[src/rtl/uart_tx_serializer.sv]
// uart_tx_serializer
//
// Byte-level UART transmitter fed by the board put-char FSM. A rising edge on
// start_send latches byte_in and frames it onto txd: start bit, 8 data bits
// LSB-first, optional parity bit, then 1 or 2 stop bits. A one-cycle done
// pulse on response[0] tells the upstream FSM it may issue the next byte.
//
// Parameters:
//   CLK_FREQ   clk frequency in Hz
//   BAUD       line rate; CLKS_PER_BIT = CLK_FREQ/BAUD (must be >= 2)
//   PARITY     0 = none, 1 = odd, 2 = even
//   STOP_BITS  1 or 2
//
// Ports:
//   clk         system clock
//   reset       asynchronous, active-high
//   byte_in     byte to send, sampled when a start_send rising edge is seen
//   start_send  request level; only its 0->1 transition starts a frame
//   response    [0] done pulse at end of frame, [1] busy (not IDLE)
//   txd         serial line, idle high
//   overrun     sticky; set when a rising edge arrives while not IDLE

module uart_tx_serializer #(
    parameter int CLK_FREQ  = 50000000,
    parameter int BAUD      = 115200,
    parameter int PARITY    = 0,
    parameter int STOP_BITS = 1
) (
    input  logic       clk,
    input  logic       reset,
    input  logic [7:0] byte_in,
    input  logic       start_send,
    output logic [1:0] response,
    output logic       txd,
    output logic       overrun
);

    localparam int unsigned CLKS_PER_BIT = CLK_FREQ / BAUD;
    localparam int unsigned TW           = (CLKS_PER_BIT > 1) ? $clog2(CLKS_PER_BIT) : 1;
    localparam logic [TW-1:0] TIMER_LAST = TW'(CLKS_PER_BIT - 1);
    localparam logic [2:0]    STOP_LAST  = 3'(STOP_BITS - 1);

    typedef enum logic [2:0] {
        IDLE,
        START,
        DATA,
        PARITY_BIT,
        STOP,
        DONE
    } state_t;

    state_t        state, state_next;
    logic [TW-1:0] bit_timer, bit_timer_next;
    logic [2:0]    bit_cnt, bit_cnt_next;
    logic [7:0]    shift, shift_next;
    logic          parity_bit, parity_bit_next;
    logic          overrun_next;
    logic          start_q;
    logic          send_edge;
    logic          timer_end;
    logic          txd_next;

    assign send_edge = start_send & ~start_q;
    assign timer_end = (bit_timer == TIMER_LAST);

    always_ff @(posedge clk or posedge reset) begin
        if (reset) begin
            state      <= IDLE;
            bit_timer  <= '0;
            bit_cnt    <= '0;
            shift      <= '0;
            parity_bit <= 1'b0;
            overrun    <= 1'b0;
            start_q    <= 1'b0;
            txd        <= 1'b1;
            response   <= '0;
        end else begin
            state      <= state_next;
            bit_timer  <= bit_timer_next;
            bit_cnt    <= bit_cnt_next;
            shift      <= shift_next;
            parity_bit <= parity_bit_next;
            overrun    <= overrun_next;
            start_q    <= start_send;
            // Outputs are registered from the next state so the line is
            // glitch-free and txd falls the cycle after the edge is seen.
            txd        <= txd_next;
            response   <= {state_next != IDLE, state_next == DONE};
        end
    end

    always_comb begin
        state_next      = state;
        bit_timer_next  = bit_timer;
        bit_cnt_next    = bit_cnt;
        shift_next      = shift;
        parity_bit_next = parity_bit;
        overrun_next    = overrun;

        if (send_edge && state != IDLE) begin
            overrun_next = 1'b1;
        end

        case (state)
            IDLE: begin
                if (send_edge) begin
                    shift_next      = byte_in;
                    // Parity is taken from the unshifted byte at latch time.
                    parity_bit_next = (PARITY == 1) ? ~^byte_in : ^byte_in;
                    bit_cnt_next    = '0;
                    bit_timer_next  = '0;
                    state_next      = START;
                end
            end
            START: begin
                if (timer_end) begin
                    bit_timer_next = '0;
                    bit_cnt_next   = '0;
                    state_next     = DATA;
                end else begin
                    bit_timer_next = bit_timer + 1'b1;
                end
            end
            DATA: begin
                if (timer_end) begin
                    bit_timer_next = '0;
                    shift_next     = {1'b0, shift[7:1]};
                    if (bit_cnt == 3'd7) begin
                        bit_cnt_next = '0;
                        state_next   = (PARITY != 0) ? PARITY_BIT : STOP;
                    end else begin
                        bit_cnt_next = bit_cnt + 3'd1;
                    end
                end else begin
                    bit_timer_next = bit_timer + 1'b1;
                end
            end
            PARITY_BIT: begin
                if (timer_end) begin
                    bit_timer_next = '0;
                    bit_cnt_next   = '0;
                    state_next     = STOP;
                end else begin
                    bit_timer_next = bit_timer + 1'b1;
                end
            end
            STOP: begin
                if (timer_end) begin
                    bit_timer_next = '0;
                    if (bit_cnt == STOP_LAST) begin
                        bit_cnt_next = '0;
                        state_next   = DONE;
                    end else begin
                        bit_cnt_next = bit_cnt + 3'd1;
                    end
                end else begin
                    bit_timer_next = bit_timer + 1'b1;
                end
            end
            DONE: begin
                state_next = IDLE;
            end
            default: begin
                state_next = IDLE;
            end
        endcase
    end

    always_comb begin
        txd_next = 1'b1;
        case (state_next)
            START:      txd_next = 1'b0;
            DATA:       txd_next = shift_next[0];
            PARITY_BIT: txd_next = parity_bit_next;
            default:    txd_next = 1'b1;
        endcase
    end

endmodule
[config.mk]
export PLATFORM = sky130hd
export DESIGN_NAME = uart_tx_serializer
export DESIGN_NICKNAME = d
export VERILOG_FILES = /design/src/rtl/uart_tx_serializer.sv
export SDC_FILE = /design/constraint.sdc
export NUM_CORES = 1
export LEC_CHECK = 0
export ABC_AREA = 1
export BUFFER_PORTS_ARGS = -buffer_cell sky130_fd_sc_hd__buf_2
export CAP_MARGIN = 20
export CORE_ASPECT_RATIO = 1.4
export CORE_MARGIN = 2
export CORE_UTILIZATION = 35
export CTS_CLUSTER_DIAMETER = 40
export CTS_CLUSTER_SIZE = 40
export DETAILED_ROUTE_END_ITERATION = 10
export HOLD_SLACK_MARGIN = 0.03
export PLACE_DENSITY = 0.53
export SLEW_MARGIN = 20
export SYNTH_ARGS = -nofsm -noshare
export SYNTH_HDL_FRONTEND = slang
export SYNTH_SLANG_ARGS = --single-unit
[constraint.sdc]
create_clock -name clk -period 2.7 [get_ports clk]
set_input_delay 0.405 -clock clk [delete_from_list [all_inputs] [get_ports clk]]
set_output_delay 0.405 -clock clk [all_outputs]
set_load 0.02 [all_outputs]
## After elaboration in Yosys (flattened, before gate mapping)

Index checks and enable logic that the tools add are counted.

- Logic and storage cells: 66
- Input bits: 11
- Register bits after elaboration: 29
- Output and inout bits: 4

- Multiplexer cells: 24
- Equality and inequality tests: 14
- Reductions and logical operators: 14
- Bitwise gates (word level): 2
- $add $sub $neg: 2

Operators by type and width:

| cell | count |
|---|---|
| $mux 3 | 13 |
| $mux 9 | 2 |
| $pmux 9 s2 | 1 |
| $mux 8 | 2 |
| $pmux 8 s2 | 1 |
| $pmux 3 s5 | 1 |
| $eq 3x2->1 const B | 4 |
| $pmux 3 s4 | 1 |
| $add 9x1->9 const B | 1 |
| $eq 3x3->1 const B | 3 |
| $eq 9x9->1 const B | 1 |
| $reduce_xor 8->1 | 1 |
| $eq 3x1->1 const B | 2 |
| $logic_not 3->1 | 2 |
| $ne 2x2->1 const B | 3 |
| $reduce_bool 3->1 | 2 |
| $reduce_and 5->1 | 1 |
| $reduce_bool 2->1 | 2 |
| $reduce_bool 4->1 | 1 |
| $reduce_or 4->1 | 1 |
| $add 3x1->3 const B | 1 |
| $pmux 1 s3 | 1 |
| $reduce_and 3->1 | 1 |
| $mux 1 | 2 |
| 6 further kinds | 6 |

## Depth between registers and ports, before layout

- Word-level depth: 6
- Gate-level depth with buffers: 12
- Depth with buffers taken out: 12

## Least setup slack after synthesis

OpenSTA, ideal clock, no wires.

- Kind: reg2reg
- Start point: register bit_timer[1]
- End point: register shift[7]
- Cell stages (with the launch flop): 12
- Clock period less this slack: 1.392 ns
- Arrival time: 1.266 ns
- Buffers on the path: 0
- Slack: 1.308 ns
- Required time: 2.574 ns
- Setup time: 0.126 ns
- Path through: dfrtp_1 inv_1 ha_1 nand2_1 nor2_2 nand2_4 inv_2 nand2_1 nand2_1 inv_1 nand2_1 o21ai_0

- Longest elaborated chain between the ends: 3

RTL lines:

| element | RTL line | source |
|---|---|---|
| from (decl) | 53 | `logic [TW-1:0] bit_timer, bit_timer_next;` |
| from (signal assigned) | 79 | `bit_timer <= bit_timer_next;` |
| $eq 9x9->1 | 64 | `assign timer_end = (bit_timer == TIMER_LAST);` |
| $ne 2x2->1 (no source line) | - |  |
| $reduce_and 3->1 (no source line) | - |  |
| to (signal assigned) | 81 | `shift <= shift_next;` |
| to (decl) | 55 | `logic [7:0] shift, shift_next;` |

Every way passes these cells.
A chain may end at the register's enable or synchronous reset.

## Final worst setup path

- Start point: register state[0]
- End point: register bit_cnt[2]

- Longest elaborated chain between the ends: 4
- Elaborated cells on any way between the ends: 13
- Those cells by class: 8 x eq/ne; 1 x mux; 4 x reduce/logical

RTL lines:

| element | RTL line | source |
|---|---|---|
| from (decl) | 52 | `state_t state, state_next;` |
| from (signal assigned) | 78 | `state <= state_next;` |
| $eq 3x2->1 or $eq 3x1->1 (tied branches) | 104 | `case (state)` |
| $reduce_or 2->1 (no source line) | - |  |
| $ne 2x1->1 (no source line) or $reduce_bool 4->1 (tied branches) | - |  |
| $reduce_and 5->1 (no source line) | - |  |
| to (signal assigned) | 80 | `bit_cnt <= bit_cnt_next;` |
| to (decl) | 54 | `logic [2:0] bit_cnt, bit_cnt_next;` |

Parallel ways exist; a longest one is shown, timed or not.

==> impl_metrics.toml <==
[worst_setup_path]
endpoint_kind = "flop"
worst-setup-path-type = "reg -> reg"
rrSetupSlack_ns = 1.07
crit_fanout = 12
worstPathArrival_ns = 1.83
worstPathRequired_ns = 2.90
rr_worst_depth = 9
start_kind = "flop"

[power_and_ir_drop]
power.density_nw_per_um2 = 422.2
switching_share = 0.2222
irDropWorstVdd_uv = 223.8
power.share.combinational = 0.062
power.static_leakage_nw = 1.088
power.switching_w = 0.0001889
pwr-share-seq = 0.513
p_int_w = 0.0006610
pwr-share-clk = 0.425
power.total_w = 0.0008499

[synthesis]
synth_area_um2 = 1773
synthFlopType = "dfrtp_1"
synth_seq_area_share = 0.4100
yosys_register_bits = 29
avgSynthCellArea_um2 = 7.609
ys_warn_count = 0
synth.distinct_cells = 35
synth_edf_count = 0
synth_fp_nets = 249
async_flop_share = 1.000
netlist_instances = 233

[global_route]
grt_pass1_wl_um = 6251
grt_pass1_vias = 1449
track_usage = 0.1457
grt_antenna_before_repair = 0
gr-total-overflow = 0
grt_max_degree = 30

[placed_design]
hpwl_um = 2899
port-buffer-count = 14
gp_congestion = 0.9054

[job]
maxCapViolCount = 0

[clock_tree]
cts_num_sinks = 29
cts_hold_buf = 0
cts-root-buf = "clkbuf_8"
clkTransAtPathRegs_ns = 0.06
cts_buffers = 5
clockBufferDepth = 2
cts_tree = "done"
post_cts_buffers = 0
insertion_delay_ns = 0.28
cts.repair.resized = 0
cts_htree_levels = 2

[cells_and_area]
area_growth_pct = 13.55
nFillCells = 532
drive_above_1_share = 0.2000
seq_area_um2 = 726.9
post-route-util = 0.4126
nets = 270
diodes = 0
multi_input_area_um2 = 904.6

[timing]
layout_min_cycle_time_ns = 1.626
fmax_mhz = 614.9
rsz0062_at_grt = "no"
slew_violations = 0
worst_pin_slew_ns = 0.5101
setup_viol = 0
skew_ns = 0.006124
min_period_over_period = 0.6023
finalSetupTns_ns = 0
hold_viol = 0
relSlewSlack = 0.6568

[floorplanning]
io_pins = 15
die_y_um = 88.22
num_rows = 30
core_area_um2 = 4880
die_x_um = 64.15
die-area_um2 = 5659
initial_core_util = 0.3633

[routing]
drt_pass1_iterations = 4
drtIter0Drc = 24
ant_nets = 0
dr_total_vias = 1486
routed_wl_um = 3682
wl_per_cell_um = 11.54
drc = 0
via_per_inst = 4.658

[outcome]
outcome = "finished, final reports clean"

[min_path]
hold_path_class = "in -> async"
## final timing paths
check                           start    endpoint
max                          state[0]  bit_cnt[2]
min                             reset    state[0]
max reg2reg                  state[0]  bit_cnt[2]
min reg2reg                  shift[6]    shift[6]
max in group asynchronous       reset         txd
min in group clk           start_send     start_q
## layout by cell type, fill, tap and decap left out, types with 2 or more instances in the layout
| cell | instances |
|---|---|
| nor2_1 | 20 |
| nand3_1 | 15 |
| nand2_2 | 6 |
| ha_1 | 5 |
| clkbuf_1 | 2 |
| nor2_4 | 2 |
| a21oi_1 | 2 |
| dfrtp_1 | 28 |
| clkbuf_8 | 6 |
| nor3_1 | 5 |
| nand2_1 | 77 |
| nand3_2 | 3 |
| o21ai_0 | 4 |
| buf_2 | 14 |
| o21ai_1 | 4 |
| inv_4 | 2 |
| inv_1 | 26 |
| nand2_4 | 2 |
| xor2_1 | 2 |
| nand4_1 | 2 |
| nor2_2 | 3 |
| a22oi_1 | 6 |
| inv_2 | 4 |
## worst max-delay path, cell delays in order, from the launching register on
cell,delay [ns]
dfrtp_1,0.43
nor2_2,0.25
nand3_2,0.19
inv_4,0.19
nor2_8,0.08
inv_6,0.09
nand2_4,0.09
inv_4,0.09
nand3_1,0.06
o21ai_1,0.07
## flip-flops by register name, indices dropped and copies added, names as in the netlist
signal and count:
response 2, txd 1, start_q 1, bit_cnt 3, state 3, bit_timer 9
shift 8, parity_bit 1, overrun 1
## kinds of logic after synthesis
kind of cell / Yosys count / synth area share
buffers and inverters: 34 / 0.07974
XOR/XNOR: 3 / 0.01482
AND/OR/NAND/NOR: 140 / 0.3783
AO/OA/AOI/OAI: 22 / 0.08187
flip-flops: 29 / 0.4100
adder cells (fa/ha/maj): 5 / 0.03529
## synthesized netlist by cell type (2+ instances only)
cell type | n | area share
nand2_1 | 77 | 0.16
dfrtp_1 | 28 | 0.40
inv_1 | 26 | 0.055
nor2_1 | 20 | 0.042
nand3_1 | 15 | 0.042
a22oi_1 | 6 | 0.025
nand2_2 | 6 | 0.021
ha_1 | 5 | 0.035
nor3_1 | 5 | 0.014
inv_2 | 4 | 0.0085
o21ai_0 | 4 | 0.011
o21ai_1 | 4 | 0.011
nand3_2 | 3 | 0.017
nor2_2 | 3 | 0.011
a21oi_1 | 2 | 0.0056
inv_4 | 2 | 0.0071
nand2_4 | 2 | 0.013
nand4_1 | 2 | 0.0071
nor2_4 | 2 | 0.013
xor2_1 | 2 | 0.0099
## power groups by stage
| stage | Sequential [W] | Clock, W | Combinational [W] |
|---|---|---|---|
| after floorplan | 0.000443 | 0 | 0.0000327 |
| after global placement | 0.000444 | 0 | 0.0000537 |
| after detailed placement | 0.000443 | 0 | 0.0000546 |
| after CTS | 0.000436 | 0.000373 | 0.0000546 |
| after global routing | 0.000435 | 0.000400 | 0.0000622 |
| final | 0.000436 | 0.000361 | 0.0000528 |
## metal layers
layer,up-vias,track usage,share of wire,routed length [um]
li1,773,-,-,-
met1,675,0.1345,0.38,1416
met2,27,0.2898,0.55,2022
met3,11,0.02926,0.032,118
met4,0,0.08704,0.034,124
met5,-,0,0,0
## stage by stage
| stage | area [um^2] | hold slack [ns] | instances | setup WS [ns] |
|---|---|---|---|---|
| floorplan | 1773 | 0.4364 | 233 | 1.308 |
| global placement | 1923 | 0.4673 | 311 | 1.051 |
| detailed placement | 1923 | 0.4645 | 311 | 1.045 |
| CTS | 2013 | 0.1882 | 319 | 1.070 |
| global route | 2013 | 0.2320 | 319 | 0.9241 |
| finish | 2013 | 0.1823 | 319 | 1.074 |
## cell type report
cell class,count,area share
Tap cell,64,0.03978
Clock buffer,8,0.04475
Inverter,33,0.06650
Sequential cell,29,0.3611
Timing Repair Buffer,15,0.03853
Multi-Input combinational cell,170,0.4493
No activity file was read; power rests on OpenSTA's default activity.
